`src/rtl/nibble_serial_alu_if.sv`:
```
// Bus between the control-word side and the nibble-serial ALU sequencer.
// Handshake: an operation is accepted on a rising clk edge where start=1 and
// ready=1; opa/opb/op are sampled on that edge only. done is a one-cycle pulse
// marking result and flags valid; start while ready=0 is ignored, not queued.
interface nibble_serial_alu_if #(
    parameter int NIBBLES = 2
);
    localparam int W = 4 * NIBBLES;

    logic         start;
    logic [1:0]   op;
    logic [W-1:0] opa;
    logic [W-1:0] opb;
    logic         ready;
    logic         done;
    logic [W-1:0] result;
    logic         carry_flag;
    logic         zero_flag;
    logic         ovf_flag;

    modport master (
        output start, op, opa, opb,
        input  ready, done, result, carry_flag, zero_flag, ovf_flag
    );

    modport slave (
        input  start, op, opa, opb,
        output ready, done, result, carry_flag, zero_flag, ovf_flag
    );
endinterface

```
`src/rtl/nibble_serial_alu_ctrl.sv`:
```
// Multi-nibble add/subtract sequencer that time-shares one external 4-bit
// adder, LSB nibble first, rippling the carry through a register.
// op: 00 ADD, 01 SUB, 10 ADC, 11 SBB. op[0] inverts B; op[1] takes the
// initial carry from carry_flag instead of from op[0].
module nibble_serial_alu_ctrl #(
    parameter int NIBBLES = 2
) (
    input  logic                    clk,
    input  logic                    rst_n,
    nibble_serial_alu_if.slave      bus,
    output logic [3:0]              adder_a,
    output logic [3:0]              adder_b,
    output logic                    adder_cin,
    input  logic [3:0]              adder_sum,
    input  logic                    adder_cout,
    output logic [1:0]              dbg_state_o
);
    localparam int W    = 4 * NIBBLES;
    localparam int IDXW = (NIBBLES > 1) ? $clog2(NIBBLES) : 1;
    localparam logic [IDXW-1:0] LAST_IDX = IDXW'(NIBBLES - 1);

    typedef enum logic [1:0] {
        ST_IDLE = 2'd0,
        ST_RUN  = 2'd1,
        ST_DONE = 2'd2
    } state_t;

    state_t          state_q;
    logic [IDXW-1:0] idx_q;
    logic [W-1:0]    a_q;
    logic [W-1:0]    b_q;
    logic            inv_q;
    logic            carry_q;
    logic            ready_q;
    logic            done_q;
    logic [W-1:0]    result_q;
    logic            carry_flag_q;
    logic            zero_flag_q;
    logic            ovf_flag_q;

    logic [IDXW+1:0] sel;
    logic [W-1:0]    result_d;
    logic            ovf_d;
    logic            last_nibble;

    assign sel         = {idx_q, 2'b00};
    assign last_nibble = (idx_q == LAST_IDX);

    // Drive the shared adder from registered operands; idle the adder outside RUN.
    always_comb begin
        adder_a   = 4'h0;
        adder_b   = 4'h0;
        adder_cin = 1'b0;
        if (state_q == ST_RUN) begin
            adder_a   = a_q[sel +: 4];
            adder_b   = b_q[sel +: 4] ^ {4{inv_q}};
            adder_cin = carry_q;
        end
    end

    // Result with the current adder nibble merged in, plus signed overflow of the top nibble.
    always_comb begin
        result_d           = result_q;
        result_d[sel +: 4] = adder_sum;
        ovf_d = (a_q[W-1] == (b_q[W-1] ^ inv_q)) && (adder_sum[3] != a_q[W-1]);
    end

    // Sequencer FSM: accept in IDLE, one nibble per cycle in RUN, one-cycle DONE pulse.
    always_ff @(posedge clk or negedge rst_n) begin
        if (!rst_n) begin
            state_q      <= ST_IDLE;
            idx_q        <= '0;
            a_q          <= '0;
            b_q          <= '0;
            inv_q        <= 1'b0;
            carry_q      <= 1'b0;
            ready_q      <= 1'b1;
            done_q       <= 1'b0;
            result_q     <= '0;
            carry_flag_q <= 1'b0;
            zero_flag_q  <= 1'b0;
            ovf_flag_q   <= 1'b0;
        end else begin
            case (state_q)
                ST_IDLE: begin
                    if (bus.start) begin
                        a_q     <= bus.opa;
                        b_q     <= bus.opb;
                        inv_q   <= bus.op[0];
                        idx_q   <= '0;
                        // ADD:0, SUB:1, ADC/SBB: chain from the previous carry flag.
                        carry_q <= bus.op[1] ? carry_flag_q : bus.op[0];
                        ready_q <= 1'b0;
                        state_q <= ST_RUN;
                    end
                end
                ST_RUN: begin
                    result_q <= result_d;
                    carry_q  <= adder_cout;
                    idx_q    <= idx_q + 1'b1;
                    if (last_nibble) begin
                        carry_flag_q <= adder_cout;
                        ovf_flag_q   <= ovf_d;
                        zero_flag_q  <= (result_d == '0);
                        idx_q        <= '0;
                        done_q       <= 1'b1;
                        state_q      <= ST_DONE;
                    end
                end
                ST_DONE: begin
                    done_q  <= 1'b0;
                    ready_q <= 1'b1;
                    state_q <= ST_IDLE;
                end
                default: begin
                    done_q  <= 1'b0;
                    ready_q <= 1'b1;
                    state_q <= ST_IDLE;
                end
            endcase
        end
    end

    assign bus.ready      = ready_q;
    assign bus.done       = done_q;
    assign bus.result     = result_q;
    assign bus.carry_flag = carry_flag_q;
    assign bus.zero_flag  = zero_flag_q;
    assign bus.ovf_flag   = ovf_flag_q;
    assign dbg_state_o    = state_q;
endmodule

```
`src/flat_wrapper.sv`:
```
// flat-port wrapper written by rule: the top's interface ports become plain ports
module nibble_serial_alu_ctrl_flat 
#(
    parameter int NIBBLES = 2
)
  (clk, rst_n, adder_a, adder_b, adder_cin, adder_sum, adder_cout, dbg_state_o, bus_start, bus_op, bus_opa, bus_opb, bus_ready, bus_done, bus_result, bus_carry_flag, bus_zero_flag, bus_ovf_flag);
  nibble_serial_alu_if #(.NIBBLES(NIBBLES)) bus_i ();
  input  logic clk;
  input  logic rst_n;
  output logic [3:0] adder_a;
  output logic [3:0] adder_b;
  output logic adder_cin;
  input  logic [3:0] adder_sum;
  input  logic adder_cout;
  output logic [1:0] dbg_state_o;
  input wire logic [$bits(bus_i.start)-1:0] bus_start;
  input wire logic [$bits(bus_i.op)-1:0] bus_op;
  input wire logic [$bits(bus_i.opa)-1:0] bus_opa;
  input wire logic [$bits(bus_i.opb)-1:0] bus_opb;
  output wire logic [$bits(bus_i.ready)-1:0] bus_ready;
  output wire logic [$bits(bus_i.done)-1:0] bus_done;
  output wire logic [$bits(bus_i.result)-1:0] bus_result;
  output wire logic [$bits(bus_i.carry_flag)-1:0] bus_carry_flag;
  output wire logic [$bits(bus_i.zero_flag)-1:0] bus_zero_flag;
  output wire logic [$bits(bus_i.ovf_flag)-1:0] bus_ovf_flag;
  assign bus_i.start = bus_start;
  assign bus_i.op = bus_op;
  assign bus_i.opa = bus_opa;
  assign bus_i.opb = bus_opb;
  assign bus_ready = bus_i.ready;
  assign bus_done = bus_i.done;
  assign bus_result = bus_i.result;
  assign bus_carry_flag = bus_i.carry_flag;
  assign bus_zero_flag = bus_i.zero_flag;
  assign bus_ovf_flag = bus_i.ovf_flag;
  nibble_serial_alu_ctrl #(.NIBBLES(NIBBLES)) u_core (.clk(clk), .rst_n(rst_n), .bus(bus_i), .adder_a(adder_a), .adder_b(adder_b), .adder_cin(adder_cin), .adder_sum(adder_sum), .adder_cout(adder_cout), .dbg_state_o(dbg_state_o));
endmodule
```
`config.mk`:
```
export PLATFORM = sky130hd
export DESIGN_NAME = nibble_serial_alu_ctrl_flat
export DESIGN_NICKNAME = d
export VERILOG_FILES = /design/src/rtl/nibble_serial_alu_if.sv /design/src/rtl/nibble_serial_alu_ctrl.sv /design/src/flat_wrapper.sv
export SDC_FILE = /design/constraint.sdc
export NUM_CORES = 1
export LEC_CHECK = 0
export ABC_AREA = 1
export BUFFER_PORTS_ARGS = -buffer_cell sky130_fd_sc_hd__buf_2
export CAP_MARGIN = 25
export CORE_MARGIN = 10
export CORE_UTILIZATION = 45
export CTS_CLUSTER_SIZE = 24
export DETAILED_ROUTE_END_ITERATION = 7
export GPL_ROUTABILITY_DRIVEN = 0
export HOLD_SLACK_MARGIN = 0.02
export PLACE_DENSITY = 0.72
export SLEW_MARGIN = 30
export SYNTH_ARGS = -nofsm -noshare
export SYNTH_HDL_FRONTEND = slang
export SYNTH_SLANG_ARGS = --single-unit
```
`constraint.sdc`:
```
create_clock -name clk -period 2.6 [get_ports clk]
set_input_delay 0.52 -clock clk [delete_from_list [all_inputs] [get_ports clk]]
set_output_delay 0.52 -clock clk [all_outputs]
set_load 0.02 [all_outputs]
```
==> run_summary.xml <==
<?xml version="1.0" encoding="UTF-8"?>
<metrics>
  <group name="detailed_routing">
    <metric name="post_drt_wl_per_cell" unit="um">12.1</metric>
    <metric name="wirelength" unit="um">3560</metric>
    <metric name="via_per_inst" unit="">4.55</metric>
    <metric name="route.detailed.drc" unit="">0</metric>
    <metric name="vias" unit="">1337</metric>
    <metric name="drc_violation_total_after_the_first_tritonroute_iteration" unit="">58</metric>
    <metric name="drtAntennaViolNets" unit="">0</metric>
    <metric name="drt_first_pass_iters" unit="">5</metric>
  </group>
  <group name="cells_and_area">
    <metric name="antennaDiodeCount" unit="">0</metric>
    <metric name="final.fill_count" unit="">355</metric>
    <metric name="final_design_area_no_fill" unit="um^2">1890</metric>
    <metric name="instances_no_fill" unit="">294</metric>
    <metric name="area_delta_synth_final" unit="%">20.4</metric>
    <metric name="layout.nets" unit="">273</metric>
    <metric name="final_layout_size_suffix_gt1_share" unit="%">27.4</metric>
  </group>
  <group name="power_and_ir_drop">
    <metric name="power.leakage" unit="nW">1.08</metric>
    <metric name="power.density" unit="nW/um^2">1300</metric>
    <metric name="peakVddDrop" unit="V">0.000565</metric>
  </group>
  <group name="logic_synthesis">
    <metric name="syn_area_per_cell" unit="um^2">8.00</metric>
    <metric name="synth.ff_latch_count" unit="">34</metric>
    <metric name="syn_inst" unit="">196</metric>
    <metric name="sequential_to_total_area_share_from_yosys_stat" unit="%">54.3</metric>
    <metric name="syn_area" unit="um^2">1570</metric>
    <metric name="yosysWarnings" unit="">0</metric>
    <metric name="synth.distinct_cells" unit="">22</metric>
    <metric name="synth_nets" unit="">222</metric>
  </group>
  <group name="timing">
    <metric name="setup_viol" unit="">0</metric>
    <metric name="report.final.hold_viol_count" unit="">0</metric>
    <metric name="setup_total_negative_slack" unit="ns">0</metric>
    <metric name="timing.final.max_slew_violations" unit="">0</metric>
    <metric name="final_period_minus_worst_setup_slack" unit="ns">2.12</metric>
    <metric name="layout_worst_path_cycle_share" unit="%">81.5</metric>
    <metric name="max_clock_freq" unit="MHz">472</metric>
    <metric name="worst_slew_margin_rel" unit="%">49.9</metric>
    <metric name="rsz0062_at_grt" unit="">false</metric>
    <metric name="tightest_slew" unit="ns">0.751</metric>
    <metric name="skew" unit="ns">0.00744</metric>
  </group>
  <group name="clock_network">
    <metric name="cts-root-buf" unit="">sky130_fd_sc_hd__clkbuf_4</metric>
    <metric name="cts.path.max_buffers" unit="">2</metric>
    <metric name="insertion_delay" unit="ns">0.33</metric>
    <metric name="cts_tree" unit="">done</metric>
    <metric name="numClockSinks" unit="">34</metric>
    <metric name="cts.hold.buffers_added" unit="">0</metric>
    <metric name="cts_resized" unit="">0</metric>
    <metric name="cts-buffers-inserted" unit="">5</metric>
    <metric name="cts.clk_slew.worst_paths" unit="ns">0.10</metric>
    <metric name="postCtsSetupRepairBufs" unit="">0</metric>
    <metric name="htree_num_levels" unit="">2</metric>
  </group>
  <group name="global_route">
    <metric name="vias_in_the_first_global_route" unit="">1311</metric>
    <metric name="largest_net_degree_at_the_start_of_global_routing" unit="">35</metric>
    <metric name="antenna_violations_before_repair" unit="">0</metric>
    <metric name="grt-ovfl-total" unit="">0</metric>
    <metric name="globalRouteTotalUtil" unit="%">11.9</metric>
    <metric name="grt_first_pass_wirelength" unit="um">5970</metric>
  </group>
  <group name="die">
    <metric name="design.portCount" unit="">50</metric>
    <metric name="floorplan.core_area" unit="um^2">3360</metric>
    <metric name="chipWidth" unit="um">79.0</metric>
    <metric name="y_dimension_of_the_die" unit="um">79.0</metric>
    <metric name="std_cell_rows" unit="">21</metric>
    <metric name="die_ar" unit="um^2">6240</metric>
    <metric name="initial_core_util" unit="%">46.6</metric>
  </group>
  <group name="setup_path">
    <metric name="critical_path.endpoint_type" unit="">primary output</metric>
    <metric name="critPathRequiredTime" unit="ns">2.08</metric>
    <metric name="arrival" unit="ns">1.60</metric>
    <metric name="critical_path.max_fanout" unit="">13</metric>
    <metric name="critPathKind" unit="">register to primary output</metric>
    <metric name="worst_setup_path_start_kind" unit="">register</metric>
    <metric name="reg2reg_slack" unit="ns">1.13</metric>
  </group>
  <group name="placement">
    <metric name="place_hpwl" unit="um">2720</metric>
    <metric name="numPlacedInstances" unit="">286</metric>
    <metric name="buffer_ports.inserted" unit="">49</metric>
    <metric name="placement.cell_area" unit="um^2">1830</metric>
  </group>
  <group name="outcome">
    <metric name="run_status" unit="">completed</metric>
  </group>
  <group name="job">
    <metric name="max_cap_viols" unit="">0</metric>
  </group>
  <group name="worst_hold_path">
    <metric name="hold_path.class" unit="">input port to async pin</metric>
  </group>
</metrics>
==> power by group <==
part / total [W] / internal, W / switching, W
clock: 0.000304 / 0.000131 / 0.000173
combinational: 0.00120 / 0.000392 / 0.000811
sequential: 0.000945 / 0.000782 / 0.000163
==> critical path, cell delays in order, from the launching register on <==
cell	delay, ns
sky130_fd_sc_hd__dfrtp_1	0.53
sky130_fd_sc_hd__inv_1	0.20
sky130_fd_sc_hd__nand2_2	0.16
sky130_fd_sc_hd__o22ai_1	0.18
sky130_fd_sc_hd__buf_2	0.19
==> Yosys cell counts (all sizes together) <==
master | instances | area [um^2]
buf | 5 | 42.5
dfstp | 1 | 26.3
o211ai | 1 | 7.51
clkinv | 1 | 3.75
a21oi | 3 | 18.8
o22ai | 1 | 6.26
inv | 19 | 71.3
o21ai | 20 | 115
nand2 | 86 | 333
dfrtp | 33 | 826
nand3 | 6 | 35.0
nor2 | 20 | 82.6
==> layer usage <==
metal | global-route usage [%] | routed length [um] | part of all wire, %
met1 | 14.6 | 1700 | 48
met2 | 17.0 | 1480 | 41
met3 | 6.76 | 347 | 9.7
met4 | 4.30 | 40 | 1.1
met5 | 0 | 0 | 0
==> sequential cells by signal, summed over array words and instances (netlist names) <==
register               count
u_core.b_q                 8
u_core.inv_q               1
u_core.bus.zero_flag       1
u_core.bus.result          8
u_core.bus.ovf_flag        1
u_core.carry_q             1
u_core.bus.ready           1
u_core.bus.done            1
u_core.dbg_state_o         2
u_core.bus.carry_flag      1
u_core.idx_q               1
u_core.a_q                 8
==> stage by stage <==
step                      worst slack [ns]  hold slack, ns  power [W]  utilization [%]
after floorplan                      0.764           0.224    0.00184                -
after global placement               0.871           0.461    0.00216             54.4
after detailed placement             0.860           0.459    0.00219             54.4
after CTS                            0.462           0.250    0.00249             56.1
after global routing                 0.358           0.281    0.00269             56.1
final                                0.481           0.242    0.00245             56.1
==> final cells by class <==
type | instances | area, um^2 | share of cell area [%]
well taps | 46 | 57.6 | 3.05
multi-input cells | 137 | 598 | 31.7
repair buffers | 49 | 245 | 13.0
inverters | 20 | 75.1 | 3.98
clock inverters | 1 | 5.00 | 0.265
clock buffers | 7 | 55.1 | 2.92
flip-flops and latches | 34 | 852 | 45.1
==> final timing paths <==
check / start / end / cells after the start
max: u_core.idx_q / adder_a[1] / 4
min: rst_n / u_core.inv_q / 1
max reg2reg: u_core.dbg_state_o[1] / u_core.b_q[7] / 5
min reg2reg: u_core.bus.zero_flag / u_core.bus.zero_flag / 2
max in group asynchronous: rst_n / u_core.a_q[0] / 1
min in group clk: bus_opb[1] / u_core.b_q[1] / 3
==> layout by cell type, fill, tap and decap left out <==
cell type and instances:
sky130_fd_sc_hd__clkbuf_8 1, sky130_fd_sc_hd__o21ai_0 9, sky130_fd_sc_hd__o22ai_1 1, sky130_fd_sc_hd__a21oi_1 2, sky130_fd_sc_hd__clkinv_2 1, sky130_fd_sc_hd__o211ai_1 1
sky130_fd_sc_hd__a21oi_2 1, sky130_fd_sc_hd__clkbuf_1 1, sky130_fd_sc_hd__nand2_4 1, sky130_fd_sc_hd__nor2_4 1, sky130_fd_sc_hd__inv_2 2, sky130_fd_sc_hd__nand3_1 5
sky130_fd_sc_hd__clkinv_1 1, sky130_fd_sc_hd__o21ai_1 7, sky130_fd_sc_hd__nor2_1 19, sky130_fd_sc_hd__nand3_2 1, sky130_fd_sc_hd__o21ai_2 4, sky130_fd_sc_hd__buf_2 49
sky130_fd_sc_hd__dfrtp_1 33, sky130_fd_sc_hd__nand2_1 84, sky130_fd_sc_hd__nand2_2 1, sky130_fd_sc_hd__dfstp_2 1, sky130_fd_sc_hd__clkbuf_4 5, sky130_fd_sc_hd__inv_1 17
==> kinds of logic (layout without fill, tap and decap cells) <==
group / after synthesis / in the layout / share of synthesized area, %
AND/OR/NAND/NOR: 112 / 112 / 28.7
flip-flops: 34 / 34 / 54.3
AO/OA/AOI/OAI: 25 / 25 / 9.42
buffers and inverters: 25 / 77 / 7.50
Power figures use the tool's default switching activity.
